**config.mk**
```make
export PLATFORM = sky130hd
export DESIGN_NAME = seg7_scan_display
export DESIGN_NICKNAME = d
export VERILOG_FILES = /design/src/rtl/seg7_pkg.sv /design/src/rtl/hex_to_seg7.sv /design/src/rtl/seg7_scan_display.sv
export SDC_FILE = /design/constraint.sdc
export NUM_CORES = 1
export LEC_CHECK = 0
export BUFFER_PORTS_ARGS = -buffer_cell sky130_fd_sc_hd__buf_4
export CAP_MARGIN = 40
export CORE_MARGIN = 2
export CORE_UTILIZATION = 51
export CTS_BUF_LIST = sky130_fd_sc_hd__clkbuf_4
export DETAILED_ROUTE_END_ITERATION = 8
export GPL_TIMING_DRIVEN = 0
export PLACE_DENSITY = 0.87
export SLEW_MARGIN = 20
export SYNTH_ARGS = -nofsm -noshare
export SYNTH_HDL_FRONTEND = slang
export SYNTH_SLANG_ARGS = --single-unit
```
**constraint.sdc**
```tcl
create_clock -name clk -period 2.8 [get_ports clk]
set_clock_uncertainty 0.1 [all_clocks]
set_input_delay 0.42 -clock clk [delete_from_list [all_inputs] [get_ports clk]]
set_output_delay 0.42 -clock clk [all_outputs]
set_load 0.02 [all_outputs]
```
**src/rtl/seg7_pkg.sv**
```systemverilog
// Shared constants for the 8-digit seven-segment scan driver.
// Segment codes are active-low {g,f,e,d,c,b,a}.
package seg7_pkg;

    localparam int NUM_DIGITS = 8;

    typedef enum logic [1:0] {
        SRC_LED = 2'd0,
        SRC_ALL = 2'd1,
        SRC_BR  = 2'd2,
        SRC_JMP = 2'd3
    } src_sel_e;

    // Element n holds the pattern for hex digit n (listed F down to 0).
    localparam logic [15:0][6:0] HEX_SEG = {
        7'h0E, 7'h06, 7'h21, 7'h46, 7'h03, 7'h08, 7'h10, 7'h00,
        7'h78, 7'h02, 7'h12, 7'h19, 7'h30, 7'h24, 7'h79, 7'h40
    };

    localparam logic [6:0] SEG_BLANK = 7'h7F;

endpackage

```
**src/rtl/hex_to_seg7.sv**
```systemverilog
// Combinational hex nibble to active-low segment decoder with blank override.
module hex_to_seg7
    import seg7_pkg::*;
(
    input  logic [3:0] nibble,
    input  logic       blank,
    output logic [6:0] seg
);

    assign seg = blank ? SEG_BLANK : HEX_SEG[nibble];

endmodule

```
**src/rtl/seg7_scan_display.sv**
```systemverilog
// Time-multiplexed 8-digit hex display; source word snapshotted once per frame.
// Outputs are combinational decodes of registered state, no output register.
module seg7_scan_display
    import seg7_pkg::*;
#(
    parameter int SCAN_DIV = 100000,
    parameter bit BLANK_LZ = 1'b0
) (
    input  logic        clk,
    input  logic        clr,
    input  logic [1:0]  sel,
    input  logic [31:0] leddata,
    input  logic [31:0] count_all,
    input  logic [31:0] count_branch,
    input  logic [31:0] count_jmp,
    output logic [7:0]  an,
    output logic [6:0]  seg,
    output logic        dp,
    output logic        frame_start
);

    localparam int CNT_W   = (SCAN_DIV > 1) ? $clog2(SCAN_DIV) : 1;
    localparam int DIGIT_W = $clog2(NUM_DIGITS);
    localparam logic [CNT_W-1:0]   DIV_LAST   = CNT_W'(SCAN_DIV - 1);
    localparam logic [DIGIT_W-1:0] DIGIT_LAST = DIGIT_W'(NUM_DIGITS - 1);

    logic [CNT_W-1:0]   div_q, div_d;
    logic [DIGIT_W-1:0] digit_q, digit_d;
    logic [31:0]        snap_q, snap_d;
    logic               frame_start_q, frame_start_d;
    logic [31:0]        src_word;

    always_comb begin
        src_word = leddata;
        case (src_sel_e'(sel))
            SRC_LED: src_word = leddata;
            SRC_ALL: src_word = count_all;
            SRC_BR:  src_word = count_branch;
            SRC_JMP: src_word = count_jmp;
            default: src_word = leddata;
        endcase
    end

    always_comb begin
        div_d         = CNT_W'(div_q + 1'b1);
        digit_d       = digit_q;
        snap_d        = snap_q;
        frame_start_d = 1'b0;
        if (div_q == DIV_LAST) begin
            div_d   = '0;
            digit_d = DIGIT_W'(digit_q + 1'b1);
            // Snapshot only at the frame boundary so a frame never tears.
            if (digit_q == DIGIT_LAST) begin
                snap_d        = src_word;
                frame_start_d = 1'b1;
            end
        end
    end

    always_ff @(posedge clk or posedge clr) begin
        if (clr) begin
            div_q         <= '0;
            digit_q       <= '0;
            snap_q        <= '0;
            frame_start_q <= 1'b0;
        end else begin
            div_q         <= div_d;
            digit_q       <= digit_d;
            snap_q        <= snap_d;
            frame_start_q <= frame_start_d;
        end
    end

    logic [4:0]  nib_lsb;
    logic [3:0]  nibble;
    logic [31:0] upper_bits;
    logic        blank;

    assign nib_lsb    = {digit_q, 2'b00};
    assign nibble     = snap_q[nib_lsb +: 4];
    assign upper_bits = snap_q >> nib_lsb;
    assign blank      = BLANK_LZ && (digit_q != '0) && (upper_bits == '0);

    hex_to_seg7 u_hex (
        .nibble (nibble),
        .blank  (blank),
        .seg    (seg)
    );

    assign an          = ~(8'b1 << digit_q);
    // Decimal point on the rightmost digit flags counter mode, from live sel.
    assign dp          = !((digit_q == '0) && (src_sel_e'(sel) != SRC_LED));
    assign frame_start = frame_start_q;

endmodule
```
== Word level (Yosys, flattened, before mapping) ==
Memory sizes are Yosys's and may differ from the RTL's.
Index checks and enable logic that the tools add are counted.
Storage, ports and cells
  ROM bits: 112
  output and inout bits: 17
  word-level logic and storage cells: 27
  memories: 1
  bits of input ports: 132
  register bits: 53
Memory list
  (name not given): words 16, width 7, read ports 1, clocked after Yosys merged registers in 0, write ports 0, line hex_to_seg7.sv:10  | assign seg = blank ? SEG_BLANK : HEX_SEG[nibble];
Operators by class
  equal/unequal tests: 5
  shifts and indexed selects: 2
  bitwise gates (word level): 1
  magnitude comparators: 1
  $add $sub $neg: 2
  reductions and logical operators: 6
  mux-type cells: 5
Operators by type and width (number)
  $pmux W32 S4: 1
  $shiftx A32 B6 Y4: 1
  $add A17 B1 Y17 const B: 1
  $eq A17 B17 Y1 const B: 1
  $mux W17: 1
  $not A8 Y8: 1
  $shl A1 B3 Y8 const A: 1
  $mux W7: 1
  $lt A4 B5 Y1 const B: 1
  $eq A2 B2 Y1 const B: 2
  $add A3 B1 Y3 const B: 1
  $eq A3 B3 Y1 const B: 1
  $logic_not A3 Y1: 1
  $eq A2 B1 Y1 const B: 1
  $logic_not A2 Y1: 1
  $mux W1: 2
  $reduce_and A2 Y1: 1
  $reduce_bool A2 Y1: 1
  $logic_and A1 B1 Y1: 1
  $logic_not A1 Y1: 1

== Logic depth before layout (Yosys ltp) ==
Gate-level depths: netlist of the first run.
  depth after elaboration: 3
  gate-level depth with buffers: 8
  mapped depth without buffers: 7

== Cells and area by module ==
A second synthesis of the first run with hierarchy kept.
Unflattened totals
  cells, all modules: 274
  area, all modules: 3604.7 um^2
By module, submodules not included
  seg7_scan_display: instances 1, area an instance 3305.7 um^2, cells an instance 239, seq. area each 1326.3 um^2
  hex_to_seg7: instances 1, area an instance 299.0 um^2, cells an instance 35, seq. area each 0.0 um^2

== Least setup slack after synthesis of the first run ==
OpenSTA, ideal clock, no wires.
  kind: reg2out
  from: register digit_q[0]
  to: output port seg[4]
  data required time: 2.280 ns
  buffers on the path: 1
  stages on the path, launching flop included: 8
  data arrival time: 2.465 ns
  setup slack: -0.185 ns
  path through: dfrtp_1 buf_6 mux4_1 mux2i_1 inv_1 ha_1 mux2_2 o21ai_0
Between the ends
  cells in the longest elaborated chain, start to end: 3
Ends and longest elaborated chain
  start: declaration: line seg7_scan_display.sv:28  | logic [DIGIT_W-1:0] digit_q, digit_d;
  start signal: assignment: line seg7_scan_display.sv:68  | digit_q <= digit_d;
  $shiftx A32 B6 Y4: line seg7_scan_display.sv:80  | assign nibble = snap_q[nib_lsb +: 4];
  $mem_v2 Z16 W7
  $mux W7 (not written as such): line hex_to_seg7.sv:10
  end: declaration: line seg7_scan_display.sv:17  | output logic [6:0] seg,
Every way passes these cells. The select of a mux whose other input is x is not followed.

== Worst setup path in the final report of the first run ==
  from: register digit_q[0]
  to: output port seg[1]
Same word-level chain as after synthesis.

==> results.md, run 1 <==
* Least-Margin Pin Slew at 0.639 ns
* Final setup fails at 7
* Leak at 0.00254 uW
* Crit path cell chain: buf_6 -> mux4_2 -> mux2i_4 -> buf_4 -> buf_4 -> mux2_2 -> o21ai_1 -> buf_4
* Top cell type's share of synthesized area at 34.4%
* Syn nets at 405
* CP most frequent cell: buf_4
* Synth top cells by count: dfrtp_1, mux2_4, mux4_1
* Seq cells post-synth at 53
* Worst reg2reg startpoint: div_q[0]
* Power Dens Cells at 327 nW/um^2
* Max-slew violations at 0
* Die ar. at 8260 um^2
* RSZ-0062 raised after global routing: yes
* DRT iter0 DRCs at 172
* Critical R2R Capture: digit_q[1]
* Smallest setup slack after layout at -0.288 ns
* CP Launch Point: digit_q[0]
* Ports at 149
* Vias post-DR at 2,955
* Post-CTS Hold Buffers at 0
* Crit path launch type: register
* Failing checks: negative setup slack
* Initial antenna violation count at 0
* Worst Path Max Fanout at 7
* Total track usage at 23.2%
* Ys Warns at 0
* P&R area growth vs syn at 37.5%
* Initial Util at 52.8%
* Register Area at 1330 um^2
* Worst rel slew slack at 57.0%
* Utilization after layout at 72.6%
* GPL Wtd Cong at 0.861
* Largest net degree at the start of global routing at 29
* Tmin final at 3.09 ns
* Hold Fails Final Rpt at 0
* Top_reg_cell synth: dfrtp_1
* Worst setup path end: seg[1]
* Core ar. at 7290 um^2
* Mapped Area at 3850 um^2
* Antenna viol nets, final at 0
* Vert. Die Dim at 90.9 um
* Filler instances at 506
* Clock-pin slew on the worst setup and hold paths at 0.14 ns
* # H-tree levels at 2
* Sink Count at 53
* Worst reg2reg path depth at 7
* Final WL at 9.72 mm
* Ant diodes at 0
* Pre-antenna DRT Iters at 6
* Synth area leaders: dfrtp_1, mux4_1, mux2_4
* Crit end category: output port
* Combined area of the multi-input logic cells at 2350 um^2
* Max clock buf depth at 2
* Number of flops mapped to enable cells by yosys at 0
* Final period util at 110%
* Maximum VDD drop at 0.000214 V
* Crit path DAT at 2.57 ns
* CTS tree: yes
* Worst EP required at 2.28 ns
* Via-to-Cell Ratio at 5.63
* Share of cells above drive strength 1 at 59.6%
* Kind of critical path: reg2out
* Area leader, netlist: dfrtp_1
* DRC at 0
* Vias in the first global route at 3,152
* Fmax at 324 MHz
* Clock root cell: clkbuf_4
* Clk_lat worst skew at 0.35 ns
* DP HPWL at 7.92 mm
* Seq/Total Area, Yosys at 34.4%
* CTS buffer count at 5
* Gate count after technology mapping at 260
* Async S/R FF share, synth at 100%
* Status: finished with violations
* IO buf count at 146
* Wirelength per Cell at 18.5 um
* Number of max-cap violations at 0
* Synth Area per Inst at 14.8 um^2
* Global route overflow at 0
* Top-count cell post-synth: dfrtp_1
* Fin nets at 570
* Synth unique cells at 38
* CP max stage delay at 0.55 ns
* Reg2reg setup slack at 0.45 ns
* Min Hold Slack at 0.0154 ns
* Hold WC Path Type: in2async
* Chip width at 90.9 um
* First-pass GRT wire length at 15.1 mm
* Slowest cell on the critical path: mux4_2
* # rows at 31
-- power by group --
part	switching (uW)	internal [uW]	total, uW
Clock	216	130	346
Sequential	29.1	812	841
Combinational	191	355	546
Total	436	1300	1730
-- layout by cell type, fill, tap and decap left out, types with 3 or more instances in the layout --
cell and n:
clkbuf_4 8, mux2_2 5, dfrtp_1 53, and3_1 3, nand3_1 7, inv_2 3
clkbuf_8 5, mux4_1 19, mux2i_1 6, mux2_4 30, nor2_1 9, buf_4 155
inv_1 10, nand4_1 5, ha_1 9, xnor2_1 8, buf_2 3, mux2i_4 4
nand2_1 12, xor2_1 7, buf_6 10, or4_1 3, mux4_2 21
-- area by class of cell --
cell class	count	area share, %
well taps	99	2.34
inverters	13	0.922
multi-input cells	177	44.4
plain buffers	16	3.26
repair buffers	159	22.9
clock buffers	8	1.13
flip-flops and latches	53	25.1
-- metal layers --
metal,part of all wire [%],GRT usage [%],vias up
li1,-,-,1344
met1,37,26.6,1437
met2,55,43.8,152
met3,4.6,2.67,22
met4,3.0,9.34,0
met5,0,0,-
-- sequential cells by signal, indices dropped and copies added (netlist names) --
signal and count:
digit_q 3, div_q 17, frame_start 1, snap_q 32
-- cell families (layout without fill, tap and decap cells) --
group	after synthesis	count (layout)	share of synthesized area, %
buffers and inverters	30	196	5.85
muxes	85	85	42.0
AOI/OAI and AO/OA	12	12	2.11
xor gates and xnor gates	15	15	3.41
DFF	53	53	34.4
and+or+nand+nor	52	52	7.99
adders and majority gates	13	13	4.22
-- worst min-delay path by stage --
stage                       endpoint  slack (ns)  startpoint  cells past startpoint
after floorplan             div_q[0]        0.35    div_q[0]                      1
after global placement      div_q[0]        0.36    div_q[0]                      1
after detailed placement    div_q[0]        0.39    div_q[0]                      1
after CTS                 snap_q[29]        0.03         clr                      2
after global routing        div_q[1]        0.05         clr                      2
final                     snap_q[30]        0.02         clr                      2
-- worst max-delay path: cells and delay by family (launching register included) --
family                 cells  cell delay [ns]
muxes                      3             1.11
AOI/OAI and AO/OA          1             0.13
DFF                        1             0.39
buffers and inverters      4             0.58
-- timing repair --
action / 4_1_cts / 5_1_grt
resized for setup: 17 / 0
cloned: 0 / 1
pin swaps: 4 / 1
setup endpoints to repair: 7 / 7
buffers inserted: 9 / 2
-- metrics by stage --
stage	instance area (um^2)	total power [uW]	setup WS (ns)	TNS [ns]	cells
CTS	5270	1740	-0.248	-1.47	522
global placement	5070	1340	-0.331	-1.63	505
finish	5290	1730	-0.288	-1.69	525
floorplan	3850	1140	-0.0331	-0.0331	260
global route	5290	1810	-0.394	-2.36	525
detailed placement	5090	1360	-0.361	-1.95	506
Note: power is estimated with default switching activity, not from simulation.
==> inputs of run 2 (changes only) <==
--- a/config.mk
+++ b/config.mk
@@ -10,3 +10,3 @@
 export CORE_MARGIN = 2
-export CORE_UTILIZATION = 51
+export CORE_UTILIZATION = 50
 export CTS_BUF_LIST = sky130_fd_sc_hd__clkbuf_4
@@ -18,2 +18,3 @@
 export SYNTH_HDL_FRONTEND = slang
+export SYNTH_HIERARCHICAL = 1
 export SYNTH_SLANG_ARGS = --single-unit
==> constraint.sdc (replaced) <==
create_clock -name clk -period 2.8 [get_ports clk]
set_clock_uncertainty 0.1 [all_clocks]
set_input_delay 0.56 -clock clk [delete_from_list [all_inputs] [get_ports clk]]
set_output_delay 0.56 -clock clk [all_outputs]
set_load 0.02 [all_outputs]
==> results.md, run 2 <==
* Design area at 5200 um^2 (-1.8%)
* Critical R2R Capture: snap_q[20]
* DRC at 0 (unchanged)
* RSZ-0062 raised after global routing: yes
* Worst reg2reg startpoint: div_q[6]
* CTS buffer count at 5 (unchanged)
* Status: finished with violations
* Clock-pin slew on the worst setup and hold paths at 0.15 ns (about the same)
* Ant diodes at 0 (unchanged)
* Slowest cell on the critical path: mux4_2
* # H-tree levels at 2 (unchanged)
* Max clock buf depth at 2 (unchanged)
* Wirelength per Cell at 18.4 um (-0.60%)
* Top-count cell post-synth: dfrtp_1
* Antenna viol nets, final at 0 (unchanged)
* Seq cells post-synth at 53 (unchanged)
* Hold Fails Final Rpt at 0 (unchanged)
* Worst Path Max Fanout at 9 (+2)
* Worst EP required at 2.14 ns (-0.14 ns)
* Via-to-Cell Ratio at 5.63 (about the same)
* Max reg flops at 32 (unchanged)
* # rows at 30 (-3.2%)
* CP bufs+invs at 2 (-2)
* Largest net degree at the start of global routing at 29 (unchanged)
* Biggest regs: snap_q: 32 flops, div_q: 17 flops, digit_q: 3 flops
* Dpl cell area at 4900 um^2 (-3.9%)
* Final setup fails at 7 (unchanged)
* Failing checks: negative setup slack
* Die ar. at 7900 um^2 (-4.3%)
* CTS tree: yes
* Worst reg2reg path depth at 6 (-1)
* Largest delay share family, worst path: multiplexers
* Crit path DAT at 2.60 ns (+0.03 ns)
* Met1 Resource Use GR at 33.2% (+6.6 points)
* Mapped Area at 3600 um^2 (-6.4%)
* Vias in the first global route at 3,179 (+0.86%)
* Leak at 0.00250 uW (-1.6%)
* Met2 global-route usage at 43.9% (+0.051 points)
* Initial antenna violation count at 0 (unchanged)
* Crit path launch type: register
* Synth top cells by count: dfrtp_1, mux4_2, mux2_1
* Synth unique cells at 45 (+18%)
* Clk_lat worst skew at 0.36 ns (about the same)
* Most frequent cells in the layout: buf_4, dfrtp_1, mux4_2, mux2_1, nand2_1
* Core ar. at 6870 um^2 (-5.8%)
* Worst rel slew slack at 58.0% (+0.97 points)
* Seq/Total Area, Yosys at 36.8% (+2.3 points)
* IO buf count at 146 (unchanged)
* First-pass GRT wire length at 15.4 mm (+2.0%)
* Pre-antenna DRT Iters at 4 (-2)
* Grt met3 use at 3.69% (+1.0 points)
* Least-Margin Pin Slew at 0.630 ns (-0.00868 ns)
* Synth Area per Inst at 13.2 um^2 (-11%)
* Vias post-DR at 3,080 (+4.2%)
* Number of max-cap violations at 0 (unchanged)
* CP max stage delay at 0.49 ns (-0.06 ns)
* Total track usage at 25.5% (+2.3 points)
* Smallest setup slack after layout at -0.457 ns (-0.169 ns)
* Ports at 149 (unchanged)
* Fmax at 307 MHz (-5.2%)
* Post-CTS Hold Buffers at 0 (unchanged)
* Top_reg_cell synth: dfrtp_1
* Crit path cell chain: buf_8 -> mux4_2 -> nand2_1 -> nand2_4 -> ha_2 -> mux2_1 -> a221o_1 -> buf_6
* Async S/R FF share, synth at 100% (unchanged)
* P&R area growth vs syn at 44.2%
* Fin nets at 597 (+4.7%)
* Max-slew violations at 0 (unchanged)
* Gate count after technology mapping at 274 (+5.4%)
* Ys Warns at 6 (+6)
* Clock root cell: clkbuf_4
* Area leader, netlist: dfrtp_1
* Chip width at 88.9 um (-2.2%)
* Initial Util at 52.5% (-0.32 points)
* GPL Wtd Cong at 0.846 (-1.7%)
* Commonest non-fill, non-tap cell in the layout: buf_4
* Final cell count without fillers at 547 (+4.2%)
* DP HPWL at 7.67 mm (-3.1%)
* Hold WC Path Type: in2async
* Reg2reg setup slack at 0.25 ns (-0.20 ns)
* Vert. Die Dim at 88.9 um (-2.2%)
* Tmin final at 3.26 ns (+0.169 ns)
* Power Dens Cells at 269 nW/um^2 (-18%)
* Placed cell count at 523 (+3.4%)
* Crit end category: output port
* Sink Count at 53 (unchanged)
* Top cell type's share of synthesized area at 36.8% (+2.3 points)
* Most used routing layer in global routing: met2
* DRT iter0 DRCs at 266 (+55%)
* Biggest register: snap_q
* Final WL at 10.1 mm (+3.6%)
* Maximum VDD drop at 0.000225 V (+5.2%)
* Number of flops mapped to enable cells by yosys at 0 (unchanged)
* Final period util at 116% (+6.0 points)
* Share of cells above drive strength 1 at 54.1% (-5.5 points)
* Global route overflow at 0 (unchanged)
* Synth area leaders: dfrtp_1, mux4_2, mux2_1
* Kind of critical path: reg2out
==> run 2: cell types whose count changed in the layout (fill, tap and decap cells not counted), sizes merged, moves of 4 or more <==
cell	change
mux2i	-5
buf	+8
conb	+7
inv	-4
nand2	+15
==> run 2: stage by stage <==
stage	utilization, %	hold WS (ns)	power (uW)	setup slack, ns	setup TNS, ns
after CTS	74.0	0.144	1400	-0.457	-2.67
after floorplan	-	0.333	904	0.0161	0
after global placement	71.0	0.346	1070	-0.193	-0.625
after global routing	75.7	0.160	1470	-0.559	-3.39
final	75.7	0.127	1400	-0.457	-2.62
after detailed placement	71.3	0.359	1080	-0.196	-0.714
==> run 2: logic make-up (layout without fill, tap and decap cells) <==
logic type / Yosys count / after routing / synth area share, %
flip-flops: 53 / 53 / 36.8
AND/OR/NAND/NOR: 72 / 72 / 10.9
other: 1 / 7 / 0.104
AO/OA/AOI/OAI: 15 / 15 / 2.99
multiplexers: 79 / 79 / 37.0
XOR/XNOR: 12 / 12 / 2.92
buffers and inverters: 28 / 199 / 4.41
adder cells (fa/ha/maj): 14 / 14 / 4.86
==> run 2: how the worst max path moves through the flow <==
stage / end / from / slack (ns) / depth (start not counted)
CTS: seg[6] / digit_q[0] / -0.46 / 8
floorplan: seg[1] / digit_q[0] / 0.02 / 8
detailed placement: seg[1] / digit_q[2] / -0.20 / 9
global route: seg[6] / digit_q[1] / -0.56 / 8
finish: seg[6] / digit_q[1] / -0.46 / 8
global placement: seg[1] / digit_q[0] / -0.19 / 9
==> run 2: area by class of cell <==
class / count / area, um^2
timing repair buffer: 165 / 1290
clock buffer: 6 / 45.0
fill: 451 / 1670
buffer: 17 / 144
sequential: 53 / 1330
clock inverter: 1 / 3.75
tap: 96 / 120
inverter: 10 / 43.8
multi-input combinational: 199 / 2220
==> run 2: what timing repair did <==
action | in CTS | in global routing
cloned | 0 | 1
setup buffers | 8 | 6
resized for setup | 20 | 4
pin swaps | 4 | 5
endpoints found under the setup margin | 7 | 7
==> run 2: routing by layer <==
layer	wire, um	up-vias
met5	0	-
met4	291	0
met1	3870	1517
met2	5420	147
met3	478	30
li1	-	1386
==> run 2: where the power goes <==
group	total, uW	leakage, uW	internal [uW]	switching [uW]
Combinational	305	0.00175	205	100
Clock	325	0.0000292	102	224
Sequential	765	0.000726	765	0
Total	1400	0.00250	1070	324
==> inputs of run 3 (changes only) <==
==> constraint.sdc (replaced) <==
create_clock -name clk -period 2.8 [get_ports clk]
set_clock_uncertainty 0.1 [all_clocks]
set_input_delay 0.14 -clock clk [delete_from_list [all_inputs] [get_ports clk]]
set_output_delay 0.14 -clock clk [all_outputs]
set_load 0.02 [all_outputs]
==> results.md, run 3 (synthesis results as in run 2) <==
* Status: finished with violations
* Failing checks: negative setup slack
* CTS buffer count at 5 (unchanged)
* First-pass GRT wire length at 15.4 mm (-0.22%)
* Power Dens Cells at 270 nW/um^2 (+0.65%)
* Worst Path Max Fanout at 5 (-4)
* Worst EP required at 2.56 ns (+0.42 ns)
* Via-to-Cell Ratio at 5.56 (-1.2%)
* Commonest non-fill, non-tap cell in the layout: buf_4
* Core ar. at 6870 um^2 (unchanged)
* Largest net degree at the start of global routing at 31 (+6.9%)
* Global route overflow at 0 (unchanged)
* Number of max-cap violations at 0 (unchanged)
* P&R area growth vs syn at 42.9%
* Ports at 149 (unchanged)
* # H-tree levels at 2 (unchanged)
* Design area at 5150 um^2 (-0.94%)
* Worst rel slew slack at 49.9% (-8.1 points)
* Vert. Die Dim at 88.9 um (unchanged)
* Max-slew violations at 0 (unchanged)
* Tmin final at 2.82 ns (-0.439 ns)
* DRC at 0 (unchanged)
* Initial Util at 52.5% (unchanged)
* Clk_lat worst skew at 0.36 ns (about the same)
* Pre-antenna DRT Iters at 4 (unchanged)
* Min Hold Slack at 0.106 ns (-0.0214 ns)
* Die ar. at 7900 um^2 (unchanged)
* Biggest register: snap_q
* Wirelength per Cell at 18.8 um (+2.5%)
* Ant diodes at 0 (unchanged)
* Hold Fails Final Rpt at 0 (unchanged)
* Maximum VDD drop at 0.000172 V (-24%)
* DP HPWL at 8.08 mm (+5.3%)
* Total track usage at 25.9% (+0.45 points)
* Chip width at 88.9 um (unchanged)
* Pre-CTS WS at -0.379 ns (-0.183 ns)
* Smallest setup slack after layout at -0.0181 ns (+0.439 ns)
* Crit path launch type: register
* GPL Wtd Cong at 0.866 (+2.4%)
* Vias in the first global route at 3,250 (+2.2%)
* Kind of critical path: reg2out
* Max reg flops at 32 (unchanged)
* Fin nets at 596 (-0.17%)
* Initial antenna violation count at 0 (unchanged)
* Sink Count at 53 (unchanged)
* Final period util at 101% (-16 points)
* Max clock buf depth at 2 (unchanged)
* Leak at 0.00249 uW (-0.60%)
* Crit path DAT at 2.58 ns (-0.02 ns)
* DRT iter0 DRCs at 135 (-49%)
* Least-Margin Pin Slew at 0.751 ns (+0.121 ns)
* Dpl cell area at 4900 um^2 (unchanged)
* Fmax at 355 MHz (+16%)
* Biggest regs: snap_q: 32 flops, div_q: 17 flops, digit_q: 3 flops
* Final setup fails at 1 (-6)
* Clock root cell: clkbuf_4
* Hold WC Path Type: in2reg
* RSZ-0062 raised after global routing: yes
* Share of cells above drive strength 1 at 52.8% (-1.3 points)
* Vias post-DR at 3,044 (-1.2%)
* Crit end category: output port
* Most frequent cells in the layout: buf_4, dfrtp_1, mux4_2, mux2_1, nand2_1
* Antenna viol nets, final at 0 (unchanged)
* IO buf count at 146 (unchanged)
* Design Power at 1390 uW (-0.30%)
* Final WL at 10.3 mm (+2.5%)
* Clock-pin slew on the worst setup and hold paths at 0.14 ns (about the same)
* # rows at 30 (unchanged)
* CTS tree: yes
run 3: layer usage:
metal  routed length (um)  track usage, %
met5                    0               0
met4                  306            9.78
met3                  688            4.34
met2                 5480            46.6
met1                 3840            31.3
run 3: worst paths after layout:
kind / start / endpoint / slack, ns / cells past startpoint
worst max-delay path: digit_q[1] / seg[1] / -0.02 / 8
worst min-delay path: count_branch[11] / snap_q[11] / 0.11 / 3
worst max register to register: div_q[6] / snap_q[31] / 0.21 / 6
worst min register to register: div_q[0] / div_q[0] / 0.39 / 1
max in group asynchronous: clr / snap_q[8] / 1.74 / 4
min in group asynchronous: clr / div_q[16] / 0.32 / 3
run 3: layout make-up:
| cell class | count | area (um^2) |
|---|---|---|
| Multi-Input combinational cell | 199 | 2200 |
| Fill cell | 468 | 1720 |
| Sequential cell | 53 | 1330 |
| Timing Repair Buffer | 165 | 1290 |
| Buffer | 16 | 125 |
| Tap cell | 96 | 120 |
| Inverter | 10 | 38.8 |
| Clock buffer | 5 | 37.5 |
| Clock inverter | 3 | 12.5 |
run 3: critical path: stages, from the launching register on:
cell     delay [ns]
dfrtp_1        0.53
mux4_2         0.56
nand2_2        0.10
nand2_4        0.08
inv_2          0.07
ha_1           0.22
or2_4          0.24
a311o_1        0.28
buf_6          0.14
run 3: metrics by stage:
step | util [%] | setup TNS (ns) | instances
6_report | 75.0 | -0.0181 | 547
5_1_grt | 75.0 | -0.280 | 547
4_1_cts | 74.4 | -0.0186 | 545
3_5_place_dp | 71.3 | -0.983 | 525
3_3_place_gp | 70.5 | -0.603 | 522
2_1_floorplan | - | 0 | 280
run 3: where the power goes:
group | internal (uW) | total (uW) | leakage (uW) | switching [uW]
registers | 766 | 766 | 0.000726 | 0
logic | 207 | 307 | 0.00173 | 101
clock network | 91.6 | 319 | 0.0000300 | 228
total | 1060 | 1390 | 0.00249 | 328
run 3: repair_timing:
action / 4_1_cts / 5_1_grt
pin swaps: 6 / 3
endpoints found under the hold margin: 29 / 0
setup buffers: 12 / 2
hold buffers: 1 / 0
endpoints found under the setup margin: 7 / 6
resized for setup: 22 / 5
